--- config.mk ---
export PLATFORM = sky130hd
export DESIGN_NAME = arb_rr_n_flat
export DESIGN_NICKNAME = d
export VERILOG_FILES = /design/src/rtl/arb_pkg.sv /design/src/rtl/arb_rr_n_if.sv /design/src/rtl/arb_pick.sv /design/src/rtl/arb_rr_n.sv /design/src/flat_wrapper.sv
export SDC_FILE = /design/constraint.sdc
export NUM_CORES = 1
export LEC_CHECK = 0
export ABC_AREA = 1
export CORE_MARGIN = 8
export CORE_UTILIZATION = 30
export DETAILED_ROUTE_END_ITERATION = 8
export PLACE_DENSITY = 0.51
export SLEW_MARGIN = 5
export SYNTH_ARGS = -nofsm -noshare
export SYNTH_HDL_FRONTEND = slang
export SYNTH_SLANG_ARGS = --single-unit
export TNS_END_PERCENT = 100
--- constraint.sdc ---
create_clock -name clk -period 6.5 [get_ports clk]
set_clock_uncertainty 0.05 [all_clocks]
set_input_delay 1.3 -clock clk [delete_from_list [all_inputs] [get_ports clk]]
set_output_delay 1.3 -clock clk [all_outputs]
set_load 0.01 [all_outputs]
--- src/rtl/arb_pkg.sv ---
// Shared types, mode encodings and helpers for the N-way round-robin arbiter.
package arb_pkg;

  typedef enum logic {
    IDLE = 1'b0,
    BUSY = 1'b1
  } arb_state_t;

  localparam logic MODE_RR = 1'b0;
  localparam logic MODE_FP = 1'b1;

  // Index of the set bit of a one-hot vector (zero for an all-zero vector).
  function automatic logic [3:0] onehot2idx(input logic [15:0] oh);
    logic [3:0] r;
    r = '0;
    for (int i = 0; i < 16; i++) begin
      if (oh[i]) r = r | 4'(i);
    end
    return r;
  endfunction

endpackage

--- src/rtl/arb_rr_n_if.sv ---
// Request/grant bundle between the bus masters and the arbiter.
interface arb_rr_n_if #(
  parameter int N = 4
);
  localparam int IDW = $clog2(N);

  logic [N-1:0]   req;
  logic           mode;
  logic [N-1:0]   ack;
  logic           grant_valid;
  logic [IDW-1:0] grant_id;

  modport master (
    output req,
    output mode,
    input  ack,
    input  grant_valid,
    input  grant_id
  );

  modport slave (
    input  req,
    input  mode,
    output ack,
    output grant_valid,
    output grant_id
  );

endinterface

--- src/rtl/arb_pick.sv ---
// Combinational rotate-priority search: first unmasked request at or after start_idx,
// or the lowest unmasked request in fixed-priority mode.
module arb_pick
  import arb_pkg::*;
#(
  parameter int  N   = 4,
  localparam int IDW = $clog2(N)
) (
  input  logic [N-1:0]   req,
  input  logic [N-1:0]   mask,
  input  logic [IDW-1:0] start_idx,
  input  logic           mode,
  output logic           found,
  output logic [IDW-1:0] idx
);

  localparam logic [IDW:0] N_W = (IDW + 1)'(N);

  logic [N-1:0]   cand;
  logic [N-1:0]   rot;
  logic [N-1:0]   rot_oh;
  logic [IDW-1:0] start_eff;
  logic [15:0]    rot_wide;
  logic [3:0]     off;
  logic [4:0]     sum;

  assign cand      = req & ~mask;
  assign start_eff = (mode == MODE_FP) ? '0 : start_idx;

  // rot[gi] is the candidate gi places after the start index, wrapping at N
  for (genvar gi = 0; gi < N; gi++) begin : g_rot
    logic [IDW:0]   s;
    logic [IDW-1:0] pos;
    assign s       = {1'b0, start_eff} + (IDW + 1)'(gi);
    assign pos     = IDW'((s >= N_W) ? s - N_W : s);
    assign rot[gi] = cand[pos];
  end

  assign rot_oh   = rot & (~rot + N'(1));
  assign found    = |rot;
  assign rot_wide = 16'(rot_oh);
  assign off      = onehot2idx(rot_wide);
  assign sum      = 5'(start_eff) + {1'b0, off};
  assign idx      = IDW'((sum >= 5'(N)) ? sum - 5'(N) : sum);

endmodule

--- src/rtl/arb_rr_n.sv ---
// N-way arbiter with grant hold, hold-time limit forcing rotation, and run-time
// round-robin / fixed-priority selection. Drives the registered one-hot grant and index.
module arb_rr_n
  import arb_pkg::*;
#(
  parameter int N        = 4,
  parameter int MAX_HOLD = 8
) (
  input  logic       clk,
  input  logic       rst,
  arb_rr_n_if.slave  bus
);

  localparam int IDW = $clog2(N);
  localparam int HCW = (MAX_HOLD > 0) ? $clog2(MAX_HOLD + 1) : 1;
  localparam logic [HCW-1:0] HOLD_LAST = (MAX_HOLD > 0) ? HCW'(MAX_HOLD - 1) : '0;

  arb_state_t     state_reg;
  logic [N-1:0]   ack_reg;
  logic           gv_reg;
  logic [IDW-1:0] gid_reg;
  logic [IDW-1:0] ptr_reg;
  logic [HCW-1:0] hold_cnt_reg;

  logic           pick_found;
  logic [IDW-1:0] pick_idx;
  logic [IDW-1:0] ptr_next;
  logic [N-1:0]   ack_next;
  logic           holder_req;
  logic           others_req;
  logic           timeout;
  logic           hold_keep;
  logic           do_grant;

  // ack_reg doubles as the holder mask; it is all-zero in IDLE
  arb_pick #(.N(N)) u_pick (
    .req       (bus.req),
    .mask      (ack_reg),
    .start_idx (ptr_reg),
    .mode      (bus.mode),
    .found     (pick_found),
    .idx       (pick_idx)
  );

  assign holder_req = |(bus.req & ack_reg);
  assign others_req = |(bus.req & ~ack_reg);
  assign timeout    = (MAX_HOLD > 0) && (hold_cnt_reg == HOLD_LAST) && others_req;
  assign hold_keep  = (state_reg == BUSY) && holder_req && !timeout;
  assign do_grant   = pick_found && !hold_keep;
  assign ptr_next   = (pick_idx == IDW'(N - 1)) ? '0 : pick_idx + IDW'(1);

  for (genvar gi = 0; gi < N; gi++) begin : g_dec
    assign ack_next[gi] = (pick_idx == IDW'(gi));
  end

  always_ff @(posedge clk) begin
    if (rst) begin
      state_reg    <= IDLE;
      ack_reg      <= '0;
      gv_reg       <= 1'b0;
      gid_reg      <= '0;
      ptr_reg      <= '0;
      hold_cnt_reg <= '0;
    end else if (hold_keep) begin
      if ((MAX_HOLD > 0) && (hold_cnt_reg != HOLD_LAST)) begin
        hold_cnt_reg <= hold_cnt_reg + HCW'(1);
      end
    end else if (do_grant) begin
      state_reg    <= BUSY;
      ack_reg      <= ack_next;
      gv_reg       <= 1'b1;
      gid_reg      <= pick_idx;
      ptr_reg      <= ptr_next;
      hold_cnt_reg <= '0;
    end else if (state_reg == BUSY) begin
      // holder released and nobody else is waiting; grant_id keeps the last owner
      state_reg    <= IDLE;
      ack_reg      <= '0;
      gv_reg       <= 1'b0;
      hold_cnt_reg <= '0;
    end
  end

  assign bus.ack         = ack_reg;
  assign bus.grant_valid = gv_reg;
  assign bus.grant_id    = gid_reg;

endmodule

--- src/flat_wrapper.sv ---
// flat-port wrapper written by rule: the top's interface ports become plain ports
module arb_rr_n_flat import arb_pkg::*;
#(
  parameter int N        = 4,
  parameter int MAX_HOLD = 8
)
  (clk, rst, bus_req, bus_mode, bus_ack, bus_grant_valid, bus_grant_id);
  arb_rr_n_if #(.N(N)) bus_i ();
  input  logic clk;
  input  logic rst;
  input wire logic [$bits(bus_i.req)-1:0] bus_req;
  input wire logic [$bits(bus_i.mode)-1:0] bus_mode;
  output wire logic [$bits(bus_i.ack)-1:0] bus_ack;
  output wire logic [$bits(bus_i.grant_valid)-1:0] bus_grant_valid;
  output wire logic [$bits(bus_i.grant_id)-1:0] bus_grant_id;
  assign bus_i.req = bus_req;
  assign bus_i.mode = bus_mode;
  assign bus_ack = bus_i.ack;
  assign bus_grant_valid = bus_i.grant_valid;
  assign bus_grant_id = bus_i.grant_id;
  arb_rr_n #(.N(N), .MAX_HOLD(MAX_HOLD)) u_core (.clk(clk), .rst(rst), .bus(bus_i));
endmodule
# ---- Word level (Yosys, flattened, before mapping)
# Cells that the tools add are included.
# Widths: inputs -> output; s select.
dict set report word_totals {
  register_bits 14
  inputBits 7
  word_cells 80
  output_inout_bits 7
}
dict set report op_classes {
  bitwise_logic 6
  n_addsub 12
  n_eq_ne 6
  reduce_logical 15
  muxes 26
  n_lt_le_gt_ge 9
}
# op count
set ops {}
lappend ops {{$mux 4} 5}
lappend ops {{$mux 2} 9}
lappend ops {{$and 4x4->4} 3}
lappend ops {{$ge 3x3->1 const B} 4}
lappend ops {{$lt 2x3->1 const B} 4}
lappend ops {{$reduce_or 4->1} 3}
lappend ops {{$sub 2x1->2 const B} 5}
lappend ops {{$add 4x1->4 const B} 2}
lappend ops {{$bmux 1 s2} 4}
lappend ops {{$mux 1} 8}
lappend ops {{$not 4->4} 2}
lappend ops {{$add 2x2->3 const B} 2}
lappend ops {{$reduce_and 2->1} 3}
lappend ops {{$eq 2x2->1 const B} 2}
lappend ops {{$eq 4x3->1 const B} 1}
lappend ops {{$logic_and 1x1->1} 4}
lappend ops {{$ne 4x3->1 const B} 1}
lappend ops {{$add 2x1->3 const B} 1}
lappend ops {{$add 2x2->3} 1}
lappend ops {{$ge 2x3->1 const B} 1}
lappend ops {{$reduce_bool 3->1} 1}
lappend ops {{$add 2x1->2 const B} 1}
lappend ops {{$eq 2x1->1 const B} 1}
lappend ops {{$logic_not 1->1} 2}
lappend ops {{4 further kinds} 4}

# ---- Logic depth before layout (Yosys ltp)
# Gate-level depths: netlist of run 1.
dict set report depth {
  ltp_word 17
  depth_mapped 18
  mapped_depth_nobuf 18
}

# ---- Cells and area by module
# A second synthesis of run 1 with hierarchy kept.
dict set report unflattened {
  cells_unflattened 183
  area_unflattened_um2 1084.8
}
# module seq_area_each_um2 n_inst area_per_inst_um2 cells_per_inst
set modules_own_cells {}
lappend modules_own_cells {arb_rr_n 280.3 1 763.2 103}
lappend modules_own_cells {arb_pick 0.0 1 321.6 80}

# ---- Worst setup path after synthesis of run 1
# OpenSTA, ideal clock, no wires.
dict set report synth_path {
  kind {in2reg}
  from {input bus_mode}
  to {register u_core.ptr_reg[1]}
  path_slack_ps 3350
  setup_time_ps 132
  path_buffers 0
  stages 15
  required_time_ps 6318
  arrival_time_ps 2968
  path_cell_list {nor2_1 -> nand2_1 -> nand2_1 -> nand2_1 -> a31oi_1 -> nor2_1 -> ha_1 -> inv_1 -> xor2_1 -> inv_1 -> nand3_2 -> nand2_2 -> ha_1 -> o21ai_0 -> a21oi_1}
}
dict set report synth_via {
  elab_chain_len 17
  elab_cells_between_ends 40
  cone_classes {add/sub: 11; order compare: 5; eq/ne: 1; mux: 18; bitwise: 2; reduce/logical: 3}
}
# item line_no
set synth_lines {}
lappend synth_lines {{from (decl)} flat_wrapper.sv:12} ;# input wire logic [$bits(bus_i.mode)-1:0] bus_mode;
lappend synth_lines {{$mux 2 (*)} arb_pick.sv:28} ;# assign start_eff = (mode == MODE_FP) ? '0 : start_idx;
lappend synth_lines {{$add 2x1->3} arb_pick.sv:34} ;# assign s = {1'b0, start_eff} + (IDW + 1)'(gi);
lappend synth_lines {{$ge 3x3->1 or $sub 2x1->2 (tied branches)} arb_pick.sv:35} ;# assign pos = IDW'((s >= N_W) ? s - N_W : s);
lappend synth_lines {{$mux 2} arb_pick.sv:35}
lappend synth_lines {{$bmux 1 s2} arb_pick.sv:36} ;# assign rot[gi] = cand[pos];
lappend synth_lines {{$mux 1 (implied by the code)} arb_pick.sv:36}
lappend synth_lines {{$not 4->4} arb_pick.sv:39} ;# assign rot_oh = rot & (~rot + N'(1));
lappend synth_lines {{$add 4x1->4} arb_pick.sv:39}
lappend synth_lines {{$and 4x4->4} arb_pick.sv:39}
lappend synth_lines {{$mux 1} arb_pkg.sv:17} ;# if (oh[i]) r = r | 4'(i);
lappend synth_lines {{$mux 2 (2 in a row)} arb_pkg.sv:17}
lappend synth_lines {{$add 2x2->3 (*)} arb_pick.sv:43} ;# assign sum = 5'(start_eff) + {1'b0, off};
lappend synth_lines {{$ge 3x3->1 or $sub 2x1->2 (tied branches)} arb_pick.sv:44} ;# assign idx = IDW'((sum >= 5'(N)) ? sum - 5'(N) : sum);
lappend synth_lines {{$mux 2 (*)} arb_pick.sv:44}
lappend synth_lines {{$add 2x1->2 or $eq 2x2->1 (tied branches)} arb_rr_n.sv:50} ;# assign ptr_next = (pick_idx == IDW'(N - 1)) ? '0 : pick_idx + IDW'(1);
lappend synth_lines {{$mux 2 (*)} arb_rr_n.sv:50}
lappend synth_lines {{net u_core.ptr_next[1]} arb_rr_n.sv:27} ;# logic [IDW-1:0] ptr_next;
lappend synth_lines {{to (signal assigned)} arb_rr_n.sv:73} ;# ptr_reg <= ptr_next;
lappend synth_lines {{to (decl)} arb_rr_n.sv:22} ;# logic [IDW-1:0] ptr_reg;
# Mark *: on every way through the listed nets, which the timed path passes. The rest lies on a longest branch. The select of a mux whose other input is x is not followed.
# A chain may end at the register's enable or synchronous reset.

# ---- Worst setup path after layout of run 1
# Ends and elaborated chain as after synthesis.

==> impl_metrics.tcl, run 1 <==
set metrics [dict create \
    cts_inserted_buffers 3 \
    design_area_sq_mm 0.00124 \
    p_total_mw 0.468 \
    netlist_area_sq_mm 0.00103 \
    grt_overflow 0 \
    rows 21 \
    ioPinCount 14 \
    clockBufferDepth 2 \
    clockRootBuffer "clkbuf_4" \
    grt_pass1_wl_mm 4.14 \
    crit_fanout 4 \
    setup_viol 0 \
    peakVddDrop_v 0.000119 \
    dieArea_sq_mm 0.00555 \
    slew_violations 0 \
    cts_resized 0 \
    rsz0062_at_grt "false" \
    p_leak_nw 0.605 \
    dieWidth_um 74.5 \
    insertion_delay_ns 0.28 \
    hold_viol 0 \
    fillCellCount 377 \
    path_clk_slew_ns 0.08 \
    synth_cell_types 24 \
    maxCapViolCount 0 \
    post-cts-setup-buffer-count 0 \
    place_inst 222 \
    antenna_found_initial 0 \
    port-buffer-count 13 \
    yosysWarnings 0 \
    grt_max_degree 12 \
    synth_fp_nets 174 \
    relSlewSlack_pct 61.6 \
    dp.final_hpwl_mm 1.86 \
    critPathLaunchType "primary input" \
    dpl_cell_area_sq_mm 0.00121 \
    cts_num_sinks 14 \
    stdcell_count 226 \
    synth-seq-cells 14 \
    ctsHtreeMaxLevel 1 \
    reg2reg_setup_slack_ns 3.92 \
    track_usage_pct 9.38 \
    max_freq_ghz 0.268 \
    n_antenna_cell 0 \
    grt_pass1_vias 954 \
    ys_seq_area_share_pct 27.3 \
    syn_area_per_cell_sq_um 6.26 \
    required_ns 6.60 \
    hold_buffers 0 \
    holdCritPathClass "flop to flop" \
    netlist_instances 164 \
    die_y_um 74.5 \
    fin_hold_ws_ns 0.442 \
    nNetsFinal 191 \
    crit_arrival_ns 3.83 \
    vias 992 \
    gp_congestion 0.798 \
    areaGrowthSynthToFinish_pct 21.3 \
    run_status "finished, final reports clean" \
    min_period_over_period_pct 57.4 \
    cp-end-kind "flop" \
    cts_tree "yes" \
    fin_crit_ns 3.73 \
    tightest_slew_ns 0.572 \
    drive_gt1_share_pct 17.2 \
    dr.pass1.iters 4 \
    power.density_mw_per_mm2 376 \
    final.setup.tns_ns 0 \
    start_util_pct 31.0 \
    first_iter_violations 47 \
    wl_mm 2.30 \
    wl_per_cell_um 10.2 \
    drcViolationCount 0 \
    ant_nets 0 \
    core_area_sq_mm 0.00331 \
    viasPerCell 4.39 \
    critical_path_class "primary input to flop" \
]
## per-stage QoR
| step | worst slack [ns] | util, % |
|---|---|---|
| 3_5_place_dp | 2.46 | 36.5 |
| 5_1_grt | 2.56 | 37.6 |
| 2_1_floorplan | 3.35 | - |
| 6_report | 2.77 | 37.6 |
| 3_3_place_gp | 2.55 | 36.5 |
| 4_1_cts | 2.75 | 37.6 |
## final cells by class
| type | instances | area, sq um | share of cell area (%) |
|---|---|---|---|
| sequential | 14 | 280 | 22.5 |
| tap | 46 | 57.6 | 4.62 |
| timing repair buffer | 13 | 130 | 10.5 |
| inverter | 22 | 85.1 | 6.83 |
| clock buffer | 4 | 36.3 | 2.91 |
| multi-input combinational | 127 | 656 | 52.7 |
## critical path, stage by stage
cell,delay (ns)
clkdlybuf4s50_1,0.55
nor2_1,0.28
nand2_1,0.08
nand2_1,0.10
nand2_1,0.08
a31oi_1,0.16
nor2_1,0.06
ha_1,0.17
inv_1,0.06
xor2_1,0.22
inv_1,0.08
nand3_2,0.11
nand2_2,0.07
ha_1,0.28
o21ai_0,0.16
a21oi_1,0.06
## synth_stat cells, drive strengths merged
cell,number,area share [%]
nand4,3,1.8
nand2,73,31
or2,1,0.61
buf,1,0.49
a31oi,1,0.61
dfxtp,14,27
nand3,11,6.8
inv,22,8.3
o21ai,5,2.4
nor2,18,8.9
ha,3,3.7
nor3,2,0.98
a21oi,9,5.9
xor2,1,0.85
## power breakdown
part | switching (mW) | internal [mW] | leakage, nW
Combinational | 0.160 | 0.108 | 0.469
Sequential | 0.0267 | 0.111 | 0.115
Clock | 0.0292 | 0.0341 | 0.0210
## logic make-up after synthesis
group           after synthesis  synth area share (%)
xor+xnor                      1                 0.854
compound gates               15                  8.90
buf+inv                      23                  8.78
fa+ha+maj                     3                  3.66
flops                        14                  27.3
simple gates                108                  50.5
## cell usage in the layout (no fill, tap or decap)
cell,n
a21oi_2,1
o21ai_0,4
nor2_8,1
nor3_1,2
nand2_2,13
a21oi_1,7
inv_2,3
dfxtp_1,14
ha_1,3
nor2_1,16
or2_2,1
clkbuf_8,1
nand3_1,8
a31oi_1,1
clkdlybuf4s50_1,13
inv_1,18
clkbuf_4,3
nand2_4,2
xor2_1,1
o21ai_1,1
nand4_1,3
nor2_4,1
nand3_2,3
a21oi_4,1
nand2_1,58
inv_4,1
## worst paths after layout
kind | from | endpoint | cells past startpoint
setup / recovery | bus_mode | u_core.ptr_reg[1] | 16
hold / removal | u_core.bus.grant_id[0] | u_core.bus.grant_id[0] | 2
setup reg to reg | u_core.ptr_reg[1] | u_core.ptr_reg[1] | 16
hold reg to reg | u_core.bus.grant_id[0] | u_core.bus.grant_id[0] | 2
## layer usage
metal	GRT usage, %	up-vias	wire [um]
met4	5.22	0	44
met1	12.3	429	1230
met2	13.9	13	928
li1	-	546	-
met3	1.75	4	97
met5	0	-	0
Note: power is estimated with default switching activity, not from simulation.
==> run 2, diff against run 1 <==
--- a/config.mk
+++ b/config.mk
@@ -9,7 +9,7 @@
 export CORE_MARGIN = 8
 export CORE_UTILIZATION = 30
 export DETAILED_ROUTE_END_ITERATION = 8
-export PLACE_DENSITY = 0.51
+export PLACE_DENSITY = 0.53
 export SLEW_MARGIN = 5
 export SYNTH_ARGS = -nofsm -noshare
 export SYNTH_HDL_FRONTEND = slang
==> constraint.sdc (replaced) <==
create_clock -name clk -period 3.3 [get_ports clk]
set_clock_uncertainty 0.05 [all_clocks]
set_input_delay 0.66 -clock clk [delete_from_list [all_inputs] [get_ports clk]]
set_output_delay 0.66 -clock clk [all_outputs]
set_load 0.01 [all_outputs]
==> impl_metrics.tcl, run 2 (same netlist as run 1, synthesis figures left out) <==
set metrics [dict create \
    peakVddDrop_v 0.000298 \
    final.setup.tns_ns 0 \
    fin_util_pct 37.9 \
    antenna_found_initial 0 \
    vias 1000 \
    dieWidth_um 74.5 \
    cp-end-kind "flop" \
    path_clk_slew_ns 0.08 \
    dpl_cell_area_sq_mm 0.00123 \
    wl_mm 2.22 \
    rows 21 \
    layout_setup_ws_ns 0.320 \
    tightest_slew_ns 0.467 \
    wl_per_cell_um 9.73 \
    cts_resized 0 \
    grt_max_degree 12 \
    drcViolationCount 0 \
    dp.final_hpwl_mm 1.85 \
    slew_violations 0 \
    design_area_sq_mm 0.00125 \
    fin_crit_ns 2.98 \
    ant_nets 0 \
    port-buffer-count 13 \
    reg2reg_setup_slack_ns 0.85 \
    run_status "finished, final reports clean" \
    power.density_mw_per_mm2 728 \
    dpl_worst_slack_ns 0.0149 \
    n_antenna_cell 0 \
    grt_pass1_wl_mm 3.99 \
    ctsHtreeMaxLevel 1 \
    p_total_mw 0.913 \
    hold_buffers 0 \
    p_leak_nw 0.612 \
    crit_arrival_ns 3.10 \
    max_freq_ghz 0.336 \
    gp_congestion 0.804 \
    cts_num_sinks 14 \
    crit_fanout 7 \
    final_cell_mix "nand2_1, inv_1, nor2_1" \
    maxCapViolCount 0 \
    clockBufferDepth 2 \
    drive_gt1_share_pct 18.1 \
    critPathLaunchType "primary input" \
    insertion_delay_ns 0.27 \
    relSlewSlack_pct 68.8 \
    grt_overflow 0 \
    nNetsFinal 194 \
    rsz0062_at_grt "false" \
    dr.pass1.iters 4 \
    holdCritPathClass "flop to flop" \
    areaGrowthSynthToFinish_pct 22.2 \
    start_util_pct 31.0 \
    critical_path_class "primary input to flop" \
    track_usage_pct 8.87 \
    viasPerCell 4.39 \
    cts_inserted_buffers 3 \
    die_y_um 74.5 \
    hold_viol 0 \
    ioPinCount 14 \
    layout_commonest_cell "nand2_1" \
    clockRootBuffer "clkbuf_4" \
    cts_tree "yes" \
    setup_viol 0 \
    min_period_over_period_pct 90.3 \
    post-cts-setup-buffer-count 0 \
    fillCellCount 377 \
    core_area_sq_mm 0.00331 \
    dieArea_sq_mm 0.00555 \
    grt_pass1_vias 955 \
    required_ns 3.42 \
    first_iter_violations 44 \
]
[run 2: cell types whose count changed in the layout (fill, tap and decap cells not counted), sizes merged]
cell    delta
buf        +3
clkbuf     -1
[run 2: worst max-delay path: stages]
cell	delay [ns]
clkdlybuf4s50_1	0.56
inv_4	0.15
nand2_4	0.09
nand2_2	0.09
nand2_1	0.06
nand2_1	0.06
nand2_2	0.07
a31oi_1	0.13
nor2_1	0.06
ha_1	0.17
inv_1	0.06
xor2_1	0.22
inv_1	0.08
nand3_2	0.09
nand2_2	0.06
ha_1	0.27
o21ai_0	0.16
a21oi_1	0.05
[run 2: layout make-up]
class	count	area (sq um)	area share [%]
Inverter	22	85.1	6.79
Clock buffer	3	22.5	1.80
Multi-Input combinational cell	127	656	52.3
Timing Repair Buffer	16	153	12.2
Sequential cell	14	280	22.4
Tap cell	46	57.6	4.59
[run 2: report_power, final]
group          switching [mW]  internal, mW  leakage (nW)  total (mW)
Combinational           0.312         0.235         0.483       0.547
Sequential             0.0531         0.218         0.115       0.272
Clock                  0.0519        0.0421        0.0138      0.0941
[run 2: path summary, 6_finish.rpt]
kind                          start                     end  cells past startpoint
max                        bus_mode       u_core.ptr_reg[1]                     18
min          u_core.bus.grant_valid  u_core.bus.grant_valid                      2
max reg2reg       u_core.ptr_reg[1]       u_core.ptr_reg[1]                     16
min reg2reg  u_core.bus.grant_valid  u_core.bus.grant_valid                      2
[run 2: per-stage QoR]
| stage | std cells | hold WS (ns) |
|---|---|---|
| after floorplan | 164 | 0.407 |
| after CTS | 228 | 0.436 |
| final | 228 | 0.425 |
| after global routing | 228 | 0.458 |
| after global placement | 225 | 0.401 |
| after detailed placement | 225 | 0.402 |
[run 2: metal layers]
layer,up-vias,GRT usage [%],part of all wire (%)
met2,14,13.9,43
met3,2,1.48,6.4
met5,-,0,0
met4,0,4.78,1.6
li1,550,-,-
met1,434,11.2,49
==> run 3, diff against run 2 <==
--- a/config.mk
+++ b/config.mk
@@ -6,11 +6,10 @@
 export NUM_CORES = 1
 export LEC_CHECK = 0
 export ABC_AREA = 1
-export CORE_MARGIN = 8
+export CORE_MARGIN = 2
 export CORE_UTILIZATION = 30
 export DETAILED_ROUTE_END_ITERATION = 8
 export PLACE_DENSITY = 0.53
-export SLEW_MARGIN = 5
 export SYNTH_ARGS = -nofsm -noshare
 export SYNTH_HDL_FRONTEND = slang
 export SYNTH_SLANG_ARGS = --single-unit
==> impl_metrics.tcl, run 3 (same netlist as run 1, synthesis figures left out) <==
set metrics [dict create \
    run_status "finished, final reports clean" \
    dieArea_sq_mm 0.00390 \
    cp_cell_sequence "clkdlybuf4s50_1 > nor2_1 > nand2_1 > nand2_1 > nand2_1 > a31oi_1 > nor2_1 > ha_1 > inv_1 > xor2_1 > inv_1 > nand3_2 > nand2_2 > ha_1 > o21ai_0 > a21oi_1" \
    rsz0062_at_grt "false" \
    final_cell_mix "nand2_1, inv_1, nor2_1" \
    wl_per_cell_um 10.2 \
    p_leak_nw 0.619 \
    fin_hold_ws_ns 0.428 \
    power.density_mw_per_mm2 754 \
    core_area_sq_mm 0.00331 \
    hold_viol 0 \
    ctsHtreeMaxLevel 1 \
    dieWidth_um 62.5 \
    required_ns 3.43 \
    insertion_delay_ns 0.28 \
    dr.pass1.iters 4 \
    cpLargestDelayFamily "simple AND/OR/NAND/NOR gates" \
    nNetsFinal 194 \
    drcViolationCount 0 \
    hold_buffers 0 \
    final.setup.tns_ns 0 \
    critical_path_class "primary input to flop" \
    crit_top_cell "nand2_1" \
    die_y_um 62.5 \
    n_antenna_cell 0 \
    clock_power_share_pct 13.2 \
    wl_mm 2.33 \
    rows 21 \
    areaGrowthSynthToFinish_pct 23.5 \
    dpl_cell_area_sq_mm 0.00123 \
    cts_resized 0 \
    path_clk_slew_ns 0.09 \
    fillCellCount 385 \
    dpl_worst_slack_ns -0.0111 \
    cp-end-kind "flop" \
    cts_num_sinks 14 \
    max_freq_ghz 0.332 \
    critPathLaunchType "primary input" \
    cts_tree "yes" \
    switching_share_pct 45.4 \
    layout_commonest_cell "nand2_1" \
    combPwrFrac_pct 58.3 \
    internal_power_mw 0.522 \
    pwr-share-seq_pct 28.6 \
    fin_util_pct 38.3 \
    crit_buf_inv 3 \
    grt_overflow 0 \
    gp_congestion 0.817 \
    power_switching_mw 0.434 \
    ioPinCount 14 \
    viasPerCell 4.46 \
    first_iter_violations 69 \
    cts_inserted_buffers 3 \
    layout_setup_ws_ns 0.284 \
    clockBufferDepth 2 \
    tightest_slew_ns 0.490 \
    fin_crit_ns 3.02 \
    ant_nets 0 \
    track_usage_pct 12.6 \
    maxCapViolCount 0 \
    peakVddDrop_v 0.000294 \
    port-buffer-count 13 \
    crit_arrival_ns 3.14 \
    post-cts-setup-buffer-count 0 \
    drive_gt1_share_pct 18.6 \
    slew_violations 0 \
    grt_pass1_wl_mm 4.02 \
    worst_path_max_delay_cell "clkdlybuf4s50_1" \
    grt_max_degree 12 \
    clockRootBuffer "clkbuf_4" \
    min_period_over_period_pct 91.4 \
    vias 1021 \
    antenna_found_initial 0 \
    design_area_sq_mm 0.00127 \
    setup_viol 0 \
    crit_fanout 3 \
    holdCritPathClass "flop to flop" \
    relSlewSlack_pct 67.2 \
    grt_pass1_vias 946 \
    max_stage_delay_ns 0.56 \
    dp.final_hpwl_mm 1.85 \
    start_util_pct 31.0 \
]
run 3: final timing paths:
| check | cells past startpoint | start | to | slack, ns |
|---|---|---|---|---|
| setup / recovery | 16 | bus_mode | u_core.ptr_reg[1] | 0.28 |
| hold / removal | 2 | u_core.bus.grant_valid | u_core.bus.grant_valid | 0.43 |
| setup reg to reg | 16 | u_core.ptr_reg[1] | u_core.ptr_reg[1] | 0.80 |
| hold reg to reg | 2 | u_core.bus.grant_valid | u_core.bus.grant_valid | 0.43 |
run 3: per-stage QoR:
stage                     std cells  power, mW
after floorplan                 164      0.646
after global placement          225      0.824
after detailed placement        225      0.831
after CTS                       229      0.962
after global routing            229       1.04
final                           229      0.956
run 3: final cells by class:
cell class / count / area, sq um / area share, %
clock buffers: 4 / 36.3 / 2.86
inverters: 22 / 85.1 / 6.71
multi-input cells: 127 / 656 / 51.7
flip-flops and latches: 14 / 280 / 22.1
well taps: 46 / 57.6 / 4.54
repair buffers: 16 / 153 / 12.0
run 3: power by group through the flow:
stage	clock network [mW]	logic, mW	registers [mW]
final	0.126	0.557	0.273
after global routing	0.139	0.624	0.280
after CTS	0.128	0.561	0.273
after detailed placement	0	0.554	0.277
after global placement	0	0.549	0.275
after floorplan	0	0.367	0.279
run 3: routing by layer:
metal,vias up,routed length [um],track usage [%]
met5,-,0,0
met4,0,39,6.67
met3,4,69,1.26
met2,16,1050,21.0
met1,452,1170,16.0
li1,549,-,-
run 3: worst register-to-register path: stages, from the launching register on:
cell     delay [ns]
dfxtp_1        0.40
inv_1          0.10
nor2_1         0.20
nand2_1        0.07
nand2_1        0.08
nand2_1        0.08
a31oi_1        0.18
nor2_1         0.06
ha_1           0.17
inv_1          0.06
xor2_1         0.21
inv_1          0.08
nand3_2        0.09
nand2_2        0.06
ha_1           0.28
o21ai_0        0.17
a21oi_1        0.05
